### src/rtl/bc_pkg.sv
// ============================================================================
// bc_pkg : shared types and constants for the bulls-and-cows engine
// Rev 1.0
// ============================================================================
`default_nettype none

package bc_pkg;

   typedef enum logic [2:0] {
      S_IDLE   = 3'd0,
      S_GEN    = 3'd1,
      S_ENTRY  = 3'd2,
      S_SCORE  = 3'd3,
      S_RESULT = 3'd4,
      S_WIN    = 3'd5,
      S_LOSE   = 3'd6
   } state_e;

   localparam logic [3:0]  c_bcd_blank = 4'hF;
   // Right-shift Fibonacci taps for x^16+x^14+x^13+x^11+1 (bits 0,2,3,5)
   localparam logic [15:0] c_lfsr_taps = 16'h002D;

   // True when the first n digits are all BCD (0..9) and mutually distinct
   function automatic logic digits_ok(input logic [31:0] v, input int n);
      logic ok;
      ok = 1'b1;
      for (int i = 0; i < 8; i++) begin
         if (i < n) begin
            if (v[i*4 +: 4] > 4'd9) ok = 1'b0;
            for (int j = 0; j < 8; j++) begin
               if (j < i && v[i*4 +: 4] == v[j*4 +: 4]) ok = 1'b0;
            end
         end
      end
      return ok;
   endfunction

endpackage

`default_nettype wire

### src/rtl/bc_lfsr16.sv
// ============================================================================
// bc_lfsr16 : free-running 16-bit LFSR, reloaded with seed on reset
// Rev 1.0
// ============================================================================
`default_nettype none

module bc_lfsr16
   import bc_pkg::*;
(
   input  logic        clock,
   input  logic        resetButt,
   input  logic [15:0] seed,
   output logic [15:0] q
);

   logic [15:0] lfsr_q;
   logic [15:0] lfsr_d;

   always_comb begin
      lfsr_d = {^(lfsr_q & c_lfsr_taps), lfsr_q[15:1]};
   end

   always_ff @(posedge clock) begin
      if (resetButt) lfsr_q <= seed;
      else           lfsr_q <= lfsr_d;
   end

   assign q = lfsr_q;

endmodule

`default_nettype wire

### src/rtl/bulls_cows_engine.sv
// ============================================================================
// bulls_cows_engine : secret generation, guess entry and A/B scoring FSM
// Rev 1.0
// ============================================================================
`default_nettype none

module bulls_cows_engine
   import bc_pkg::*;
#(
   parameter int          NUM_DIGITS = 4,
   parameter int          MAX_TRIES  = 10,
   parameter logic [15:0] LFSR_SEED  = 16'hACE1
) (
   input  logic                    clock,
   input  logic                    resetButt,
   input  logic                    startButt,
   input  logic                    secret_load,
   input  logic [NUM_DIGITS*4-1:0] secret_in,
   input  logic [3:0]              digit_in,
   input  logic                    digit_valid,
   input  logic                    clear,
   input  logic                    check,
   output logic [NUM_DIGITS*4-1:0] guess_out,
   output logic [3:0]              digit_count,
   output logic [3:0]              a_count,
   output logic [3:0]              b_count,
   output logic                    score_valid,
   output logic                    in_err,
   output logic [3:0]              tries,
   output logic                    win,
   output logic                    lose,
   output logic                    busy
);

   localparam int W = NUM_DIGITS * 4;

   logic [15:0] w_lfsr;
   logic        w_lfsr_unused;
   logic [3:0]  w_cand;

   bc_lfsr16 u_lfsr (
      .clock     (clock),
      .resetButt (resetButt),
      .seed      (LFSR_SEED),
      .q         (w_lfsr)
   );

   assign w_cand        = w_lfsr[3:0];
   assign w_lfsr_unused = ^w_lfsr[15:4];

   state_e      state_q, state_d;
   logic [W-1:0] secret_q, secret_d;
   logic [W-1:0] guess_q, guess_d;
   logic [3:0]  digit_count_q, digit_count_d;
   logic [3:0]  a_count_q, a_count_d;
   logic [3:0]  b_count_q, b_count_d;
   logic [3:0]  tries_q, tries_d;
   logic        score_valid_q, score_valid_d;
   logic        in_err_q, in_err_d;
   logic        win_q, win_d;
   logic        lose_q, lose_d;
   logic        busy_q, busy_d;
   logic [3:0]  gen_cnt_q, gen_cnt_d;
   logic [15:0] gen_used_q, gen_used_d;
   logic [3:0]  score_idx_q, score_idx_d;
   logic [3:0]  acc_a_q, acc_a_d;
   logic [3:0]  acc_b_q, acc_b_d;

   logic       w_dup;
   logic       w_hit_a;
   logic       w_hit_b;
   logic [3:0] w_gdig;

   always_comb begin
      state_d       = state_q;
      secret_d      = secret_q;
      guess_d       = guess_q;
      digit_count_d = digit_count_q;
      a_count_d     = a_count_q;
      b_count_d     = b_count_q;
      tries_d       = tries_q;
      score_valid_d = 1'b0;
      in_err_d      = 1'b0;
      gen_cnt_d     = gen_cnt_q;
      gen_used_d    = gen_used_q;
      score_idx_d   = score_idx_q;
      acc_a_d       = acc_a_q;
      acc_b_d       = acc_b_q;

      w_dup = 1'b0;
      for (int j = 0; j < NUM_DIGITS; j++) begin
         if (j < int'(digit_count_q) && guess_q[j*4 +: 4] == digit_in) w_dup = 1'b1;
      end

      // Secret digits are distinct, so a guess digit scores at most one hit
      w_gdig = 4'h0;
      for (int i = 0; i < NUM_DIGITS; i++) begin
         if (4'(i) == score_idx_q) w_gdig = guess_q[i*4 +: 4];
      end
      w_hit_a = 1'b0;
      w_hit_b = 1'b0;
      for (int j = 0; j < NUM_DIGITS; j++) begin
         if (secret_q[j*4 +: 4] == w_gdig) begin
            if (4'(j) == score_idx_q) w_hit_a = 1'b1;
            else                      w_hit_b = 1'b1;
         end
      end

      if (startButt || secret_load) begin
         guess_d       = {NUM_DIGITS{c_bcd_blank}};
         digit_count_d = 4'd0;
         tries_d       = 4'd0;
         a_count_d     = 4'd0;
         b_count_d     = 4'd0;
         gen_cnt_d     = 4'd0;
         gen_used_d    = 16'd0;
         if (startButt) begin
            secret_d = '0;
            state_d  = S_GEN;
         end else if (digits_ok(32'(secret_in), NUM_DIGITS)) begin
            secret_d = secret_in;
            state_d  = S_ENTRY;
         end else begin
            in_err_d = 1'b1;
            state_d  = S_IDLE;
         end
      end else begin
         case (state_q)
            S_GEN: begin
               if (w_cand <= 4'd9 && !gen_used_q[w_cand]) begin
                  secret_d           = {secret_q[W-5:0], w_cand};
                  gen_used_d[w_cand] = 1'b1;
                  gen_cnt_d          = gen_cnt_q + 4'd1;
                  if (gen_cnt_q == 4'(NUM_DIGITS - 1)) state_d = S_ENTRY;
               end
            end
            S_ENTRY: begin
               if (check) begin
                  if (digit_count_q == 4'(NUM_DIGITS)) begin
                     state_d     = S_SCORE;
                     score_idx_d = 4'd0;
                     acc_a_d     = 4'd0;
                     acc_b_d     = 4'd0;
                  end else begin
                     in_err_d = 1'b1;
                  end
               end else if (clear) begin
                  digit_count_d = 4'd0;
                  guess_d       = {NUM_DIGITS{c_bcd_blank}};
               end else if (digit_valid) begin
                  if (digit_in > 4'd9 || w_dup || digit_count_q == 4'(NUM_DIGITS)) begin
                     in_err_d = 1'b1;
                  end else begin
                     guess_d       = {guess_q[W-5:0], digit_in};
                     digit_count_d = digit_count_q + 4'd1;
                  end
               end
            end
            S_SCORE: begin
               acc_a_d     = acc_a_q + {3'd0, w_hit_a};
               acc_b_d     = acc_b_q + {3'd0, w_hit_b};
               score_idx_d = score_idx_q + 4'd1;
               if (score_idx_q == 4'(NUM_DIGITS - 1)) begin
                  state_d       = S_RESULT;
                  a_count_d     = acc_a_d;
                  b_count_d     = acc_b_d;
                  score_valid_d = 1'b1;
                  tries_d       = tries_q + 4'd1;
               end
            end
            S_RESULT: begin
               if (a_count_q == 4'(NUM_DIGITS)) begin
                  state_d = S_WIN;
               end else if (tries_q == 4'(MAX_TRIES)) begin
                  state_d = S_LOSE;
               end else begin
                  state_d       = S_ENTRY;
                  guess_d       = {NUM_DIGITS{c_bcd_blank}};
                  digit_count_d = 4'd0;
               end
            end
            default: ;
         endcase
      end

      busy_d = (state_d == S_GEN) || (state_d == S_SCORE);
      win_d  = (state_d == S_WIN);
      lose_d = (state_d == S_LOSE);
   end

   always_ff @(posedge clock) begin
      if (resetButt) begin
         state_q       <= S_IDLE;
         secret_q      <= '0;
         guess_q       <= {NUM_DIGITS{c_bcd_blank}};
         digit_count_q <= 4'd0;
         a_count_q     <= 4'd0;
         b_count_q     <= 4'd0;
         tries_q       <= 4'd0;
         score_valid_q <= 1'b0;
         in_err_q      <= 1'b0;
         win_q         <= 1'b0;
         lose_q        <= 1'b0;
         busy_q        <= 1'b0;
         gen_cnt_q     <= 4'd0;
         gen_used_q    <= 16'd0;
         score_idx_q   <= 4'd0;
         acc_a_q       <= 4'd0;
         acc_b_q       <= 4'd0;
      end else begin
         state_q       <= state_d;
         secret_q      <= secret_d;
         guess_q       <= guess_d;
         digit_count_q <= digit_count_d;
         a_count_q     <= a_count_d;
         b_count_q     <= b_count_d;
         tries_q       <= tries_d;
         score_valid_q <= score_valid_d;
         in_err_q      <= in_err_d;
         win_q         <= win_d;
         lose_q        <= lose_d;
         busy_q        <= busy_d;
         gen_cnt_q     <= gen_cnt_d;
         gen_used_q    <= gen_used_d;
         score_idx_q   <= score_idx_d;
         acc_a_q       <= acc_a_d;
         acc_b_q       <= acc_b_d;
      end
   end

   assign guess_out   = guess_q;
   assign digit_count = digit_count_q;
   assign a_count     = a_count_q;
   assign b_count     = b_count_q;
   assign tries       = tries_q;
   assign score_valid = score_valid_q;
   assign in_err      = in_err_q;
   assign win         = win_q;
   assign lose        = lose_q;
   assign busy        = busy_q;

endmodule

`default_nettype wire
### config.mk
export PLATFORM = sky130hd
export DESIGN_NAME = bulls_cows_engine
export DESIGN_NICKNAME = d
export VERILOG_FILES = /design/src/rtl/bc_pkg.sv /design/src/rtl/bc_lfsr16.sv /design/src/rtl/bulls_cows_engine.sv
export SDC_FILE = /design/constraint.sdc
export NUM_CORES = 1
export LEC_CHECK = 0
export CORE_ASPECT_RATIO = 0.9
export CORE_MARGIN = 3
export CORE_UTILIZATION = 50
export CTS_CLUSTER_DIAMETER = 80
export DETAILED_ROUTE_END_ITERATION = 6
export PLACE_DENSITY = 0.81
export SYNTH_ARGS = -nofsm -noshare
export SYNTH_HDL_FRONTEND = slang
export SYNTH_HIERARCHICAL = 1
export SYNTH_SLANG_ARGS = --single-unit
### constraint.sdc
create_clock -name clock -period 4.1 [get_ports clock]
set_input_delay 1.23 -clock clock [delete_from_list [all_inputs] [get_ports clock]]
set_output_delay 1.23 -clock clock [all_outputs]
set_load 0.005 [all_outputs]
==> summary.txt <==
Status = complete, no violations
Max Slew Vio Count = 0
Multi-input combinational cell area = 0.00315 mm²
Ratio of final minimum period to clock period = 89.5%
Antenna-violating nets left = 0
WP data required = 4.32 ns
Total grt overflow = 0
Vias in the first global route = 4470
Worst vdd ir = 257 µV
Post-Synth Simple-Gate Area = 18.6%
Asr flop ratio synth = 0%
Post-DP HPWL = 9.17 mm
DRT iter0 DRCs = 363
Critical path type = reg -> reg
Crit path arrival time = 3.89 ns
Crit. End Element = flip-flop
Maxcap violations = 0
Worst hold path type = reg -> reg
P_leak = 0.00232 µW
Synth Flop Type = dfxtp_1
CP startpoint = score_idx_q[1]
Final worst setup slack = 0.429 ns
Antenna cells = 0
Seq pwr share = 47.6%
Core area = 0.0103 mm²
Worst-skew pair later-pin latency = 0.34 ns
Netlist cell types = 58
Chip height = 104 µm
Final instance area = 0.00629 mm²
Die Area = 0.0120 mm²
Power Dens Cells = 336 mW/mm²
DR WL/cell = 16.3 µm
Final setup fails = 0
Final hold viol count = 0
1st-pass router iterations = 5
# IOs = 64
Fmax = 0.272 GHz
RSZ-0062 raised after global routing = no
Initial antenna violation count = 0
First-pass GRT wire length = 21.8 mm
Yosys reg bits = 98
EDFF count, synth = 0
GR Util All Layers = 22.0%
Rel. slew slack = 26.7%
Setup Fix Bufs, Post-CTS = 0
Worst hold start = u_lfsr/q[4]
Input/output buffers = 63
Post-CTS Hold Buffers = 0
WHS = 0.461 ns
Chip width = 115 µm
Clk slew on worst S/H paths = 0.06 ns
Switching part of the total = 23.4%
Num CTS Buffers = 9
# DRC = 0
Combinational share of power = 10.4%
Num rows = 35
Worst-path fanout max = 7
Pre-CTS setup slack = 0.310 ns
Largest net degree at the start of global routing = 62
Syn Inst Count = 603
Total power = 2110 µW
Worst-margin pin slew = 1.10 ns
Post-synthesis mux area share = 12.4%
Share of power burned in the clock network = 41.9%
Synth-to-Final Area Change = 17.6%
Compound-Gate Fraction of Synth Area = 12.2%
Sequential Area = 0.00196 mm²
Setup TNS = 0 ns
Gp weighted congestion = 0.906
CP cell instances = inv_1, ha_1, nor4b_1, o2bb2ai_1, a22oi_2, xnor2_1, nor4_1, a222oi_1, nand2_1, ha_1, nand3_1, xor2_1, a2bb2oi_1, nor2_1
H-tree levels = 3
Reg2reg start = score_idx_q[1]
CP most frequent cell = ha_1
Root buf cell = clkbuf_16
Area after DPL = 0.00598 mm²
Min Tclk post-route = 3.67 ns
Largest family of logic cells by synthesized area = simple AND/OR/NAND/NOR gates
Via/cell ratio = 5.75
Internal power = 1620 µW
Synth Cell Area = 0.00535 mm²
Max clock buf depth = 2
Via count = 4531
Sink Count = 98
Syn Area/Cell = 8.87 µm²
XOR/XNOR Fraction of Synth Area = 11.3%
Starting density of the core = 51.8%
Share of layout cells above drive strength 1 = 7.13%
CP delay by family, top = simple AND/OR/NAND/NOR gates
Adder-cell share of the synthesized area = 3.27%
YS warnings = 6
CTS tree = done
WP buf/inv = 1
Slowest cell on the critical path = nor4b_1
Nets = 696
Worst Skew = 0.00783 ns
CP Launch Type = flip-flop
Cts repair resizes = 0
Filler Cell Count = 871
Net Switching = 496 µW
Seq/Total Area, Yosys = 36.7%
Routed WL = 12.8 mm
Crit-path max cell delay = 0.63 ns
## layout make-up
| type | instances | area share (%) |
|---|---|---|
| multi-input cells | 466 | 50.1 |
| flip-flops and latches | 98 | 31.2 |
| repair buffers | 68 | 10.5 |
| clock buffers | 10 | 3.64 |
| well taps | 129 | 2.56 |
| clock inverters | 5 | 1.27 |
| inverters | 12 | 0.716 |
## metrics by stage
step           std cells  utilization, %
5_1_grt              788            60.9
3_3_place_gp         773            57.9
4_1_cts              788            60.9
2_1_floorplan        617               -
6_report             788            60.9
3_5_place_dp         773            57.9
## layer usage
layer  global-route usage (%)  wire, µm  vias to the layer above
met2                     36.8      6300                      130
met4                     6.45       191                        0
li1                         -         -                     2207
met5                        0         0                        -
met1                     28.4      5770                     2170
met3                     4.48       558                       24
## power groups by stage
stage	sequential [µW]	clock, µW	combinational (µW)
final	1010	886	220
after global routing	1010	947	241
after CTS	1010	899	220
after detailed placement	1030	0	217
after global placement	1030	0	210
after floorplan	1010	0	171
## state kept, by name, summed over array words and instances, names as in the netlist, 3 cells and up
name,count
secret_q,16
gen_cnt_q,4
acc_b_q,4
acc_a_q,4
digit_count,4
guess_out,16
u_lfsr/q,16
b_count,4
score_idx_q,4
gen_used_q,10
a_count,4
state_q,3
tries,4
## synthesized netlist by cell type (all sizes together), types with 3 or more instances
cell,count,area (µm²)
nand2,23,86.3
a22oi,11,103
a21o,3,22.5
nand4,8,50.1
buf,23,178
xnor2,46,403
clkbuf,18,67.6
nor2b,9,56.3
dfxtp,98,1960
nand3,13,65.1
inv,12,45.0
a21oi,35,175
nand3b,5,37.5
o21ai,15,78.8
mux2,15,199
nor3,35,175
ha,14,175
nor3b,4,30.0
mux2i,44,440
nor2,88,333
a31oi,9,56.3
xor2,23,201
o2bb2ai,4,35.0
a211oi,9,67.6
nor4,10,62.6
## final timing paths
check / to / slack (ns) / depth (start not counted)
worst max-delay path: acc_b_q[3] / 0.43 / 14
worst min register to register: u_lfsr/q[3] / 0.46 / 1
worst max register to register: acc_b_q[3] / 0.43 / 14
worst min-delay path: u_lfsr/q[3] / 0.46 / 1
## cells by family (layout without fill, tap and decap cells)
| logic type | count (synthesis) | after routing |
|---|---|---|
| and+or+nand+nor | 208 | 208 |
| AOI/OAI and AO/OA | 99 | 99 |
| DFF | 98 | 98 |
| xor gates and xnor gates | 69 | 69 |
| muxes | 60 | 60 |
| buffers and inverters | 53 | 95 |
| adders and majority gates | 14 | 14 |
| other | 2 | 16 |
## worst register-to-register path, stage by stage, from the launching register on
cell and delay (ns):
dfxtp_1 0.41, inv_1 0.09, ha_1 0.28, nor4b_1 0.63, o2bb2ai_1 0.21, a22oi_2 0.15
xnor2_1 0.16, nor4_1 0.46, a222oi_1 0.16, nand2_1 0.18, ha_1 0.22, nand3_1 0.10
xor2_1 0.23, a2bb2oi_1 0.21, nor2_1 0.05
## cells in the final DEF (no fill, tap or decap), drive strengths merged, types with 11 or more instances in the layout
cell,n
a21oi,35
o21ai,15
mux2i,44
ha,14
clkdlybuf4s50,62
inv,12
nor3,35
nand2,23
a22oi,11
xor2,23
nand3,13
xnor2,46
nor2,88
mux2,15
conb,16
dfxtp,98
(Power assumes the default switching activity.)
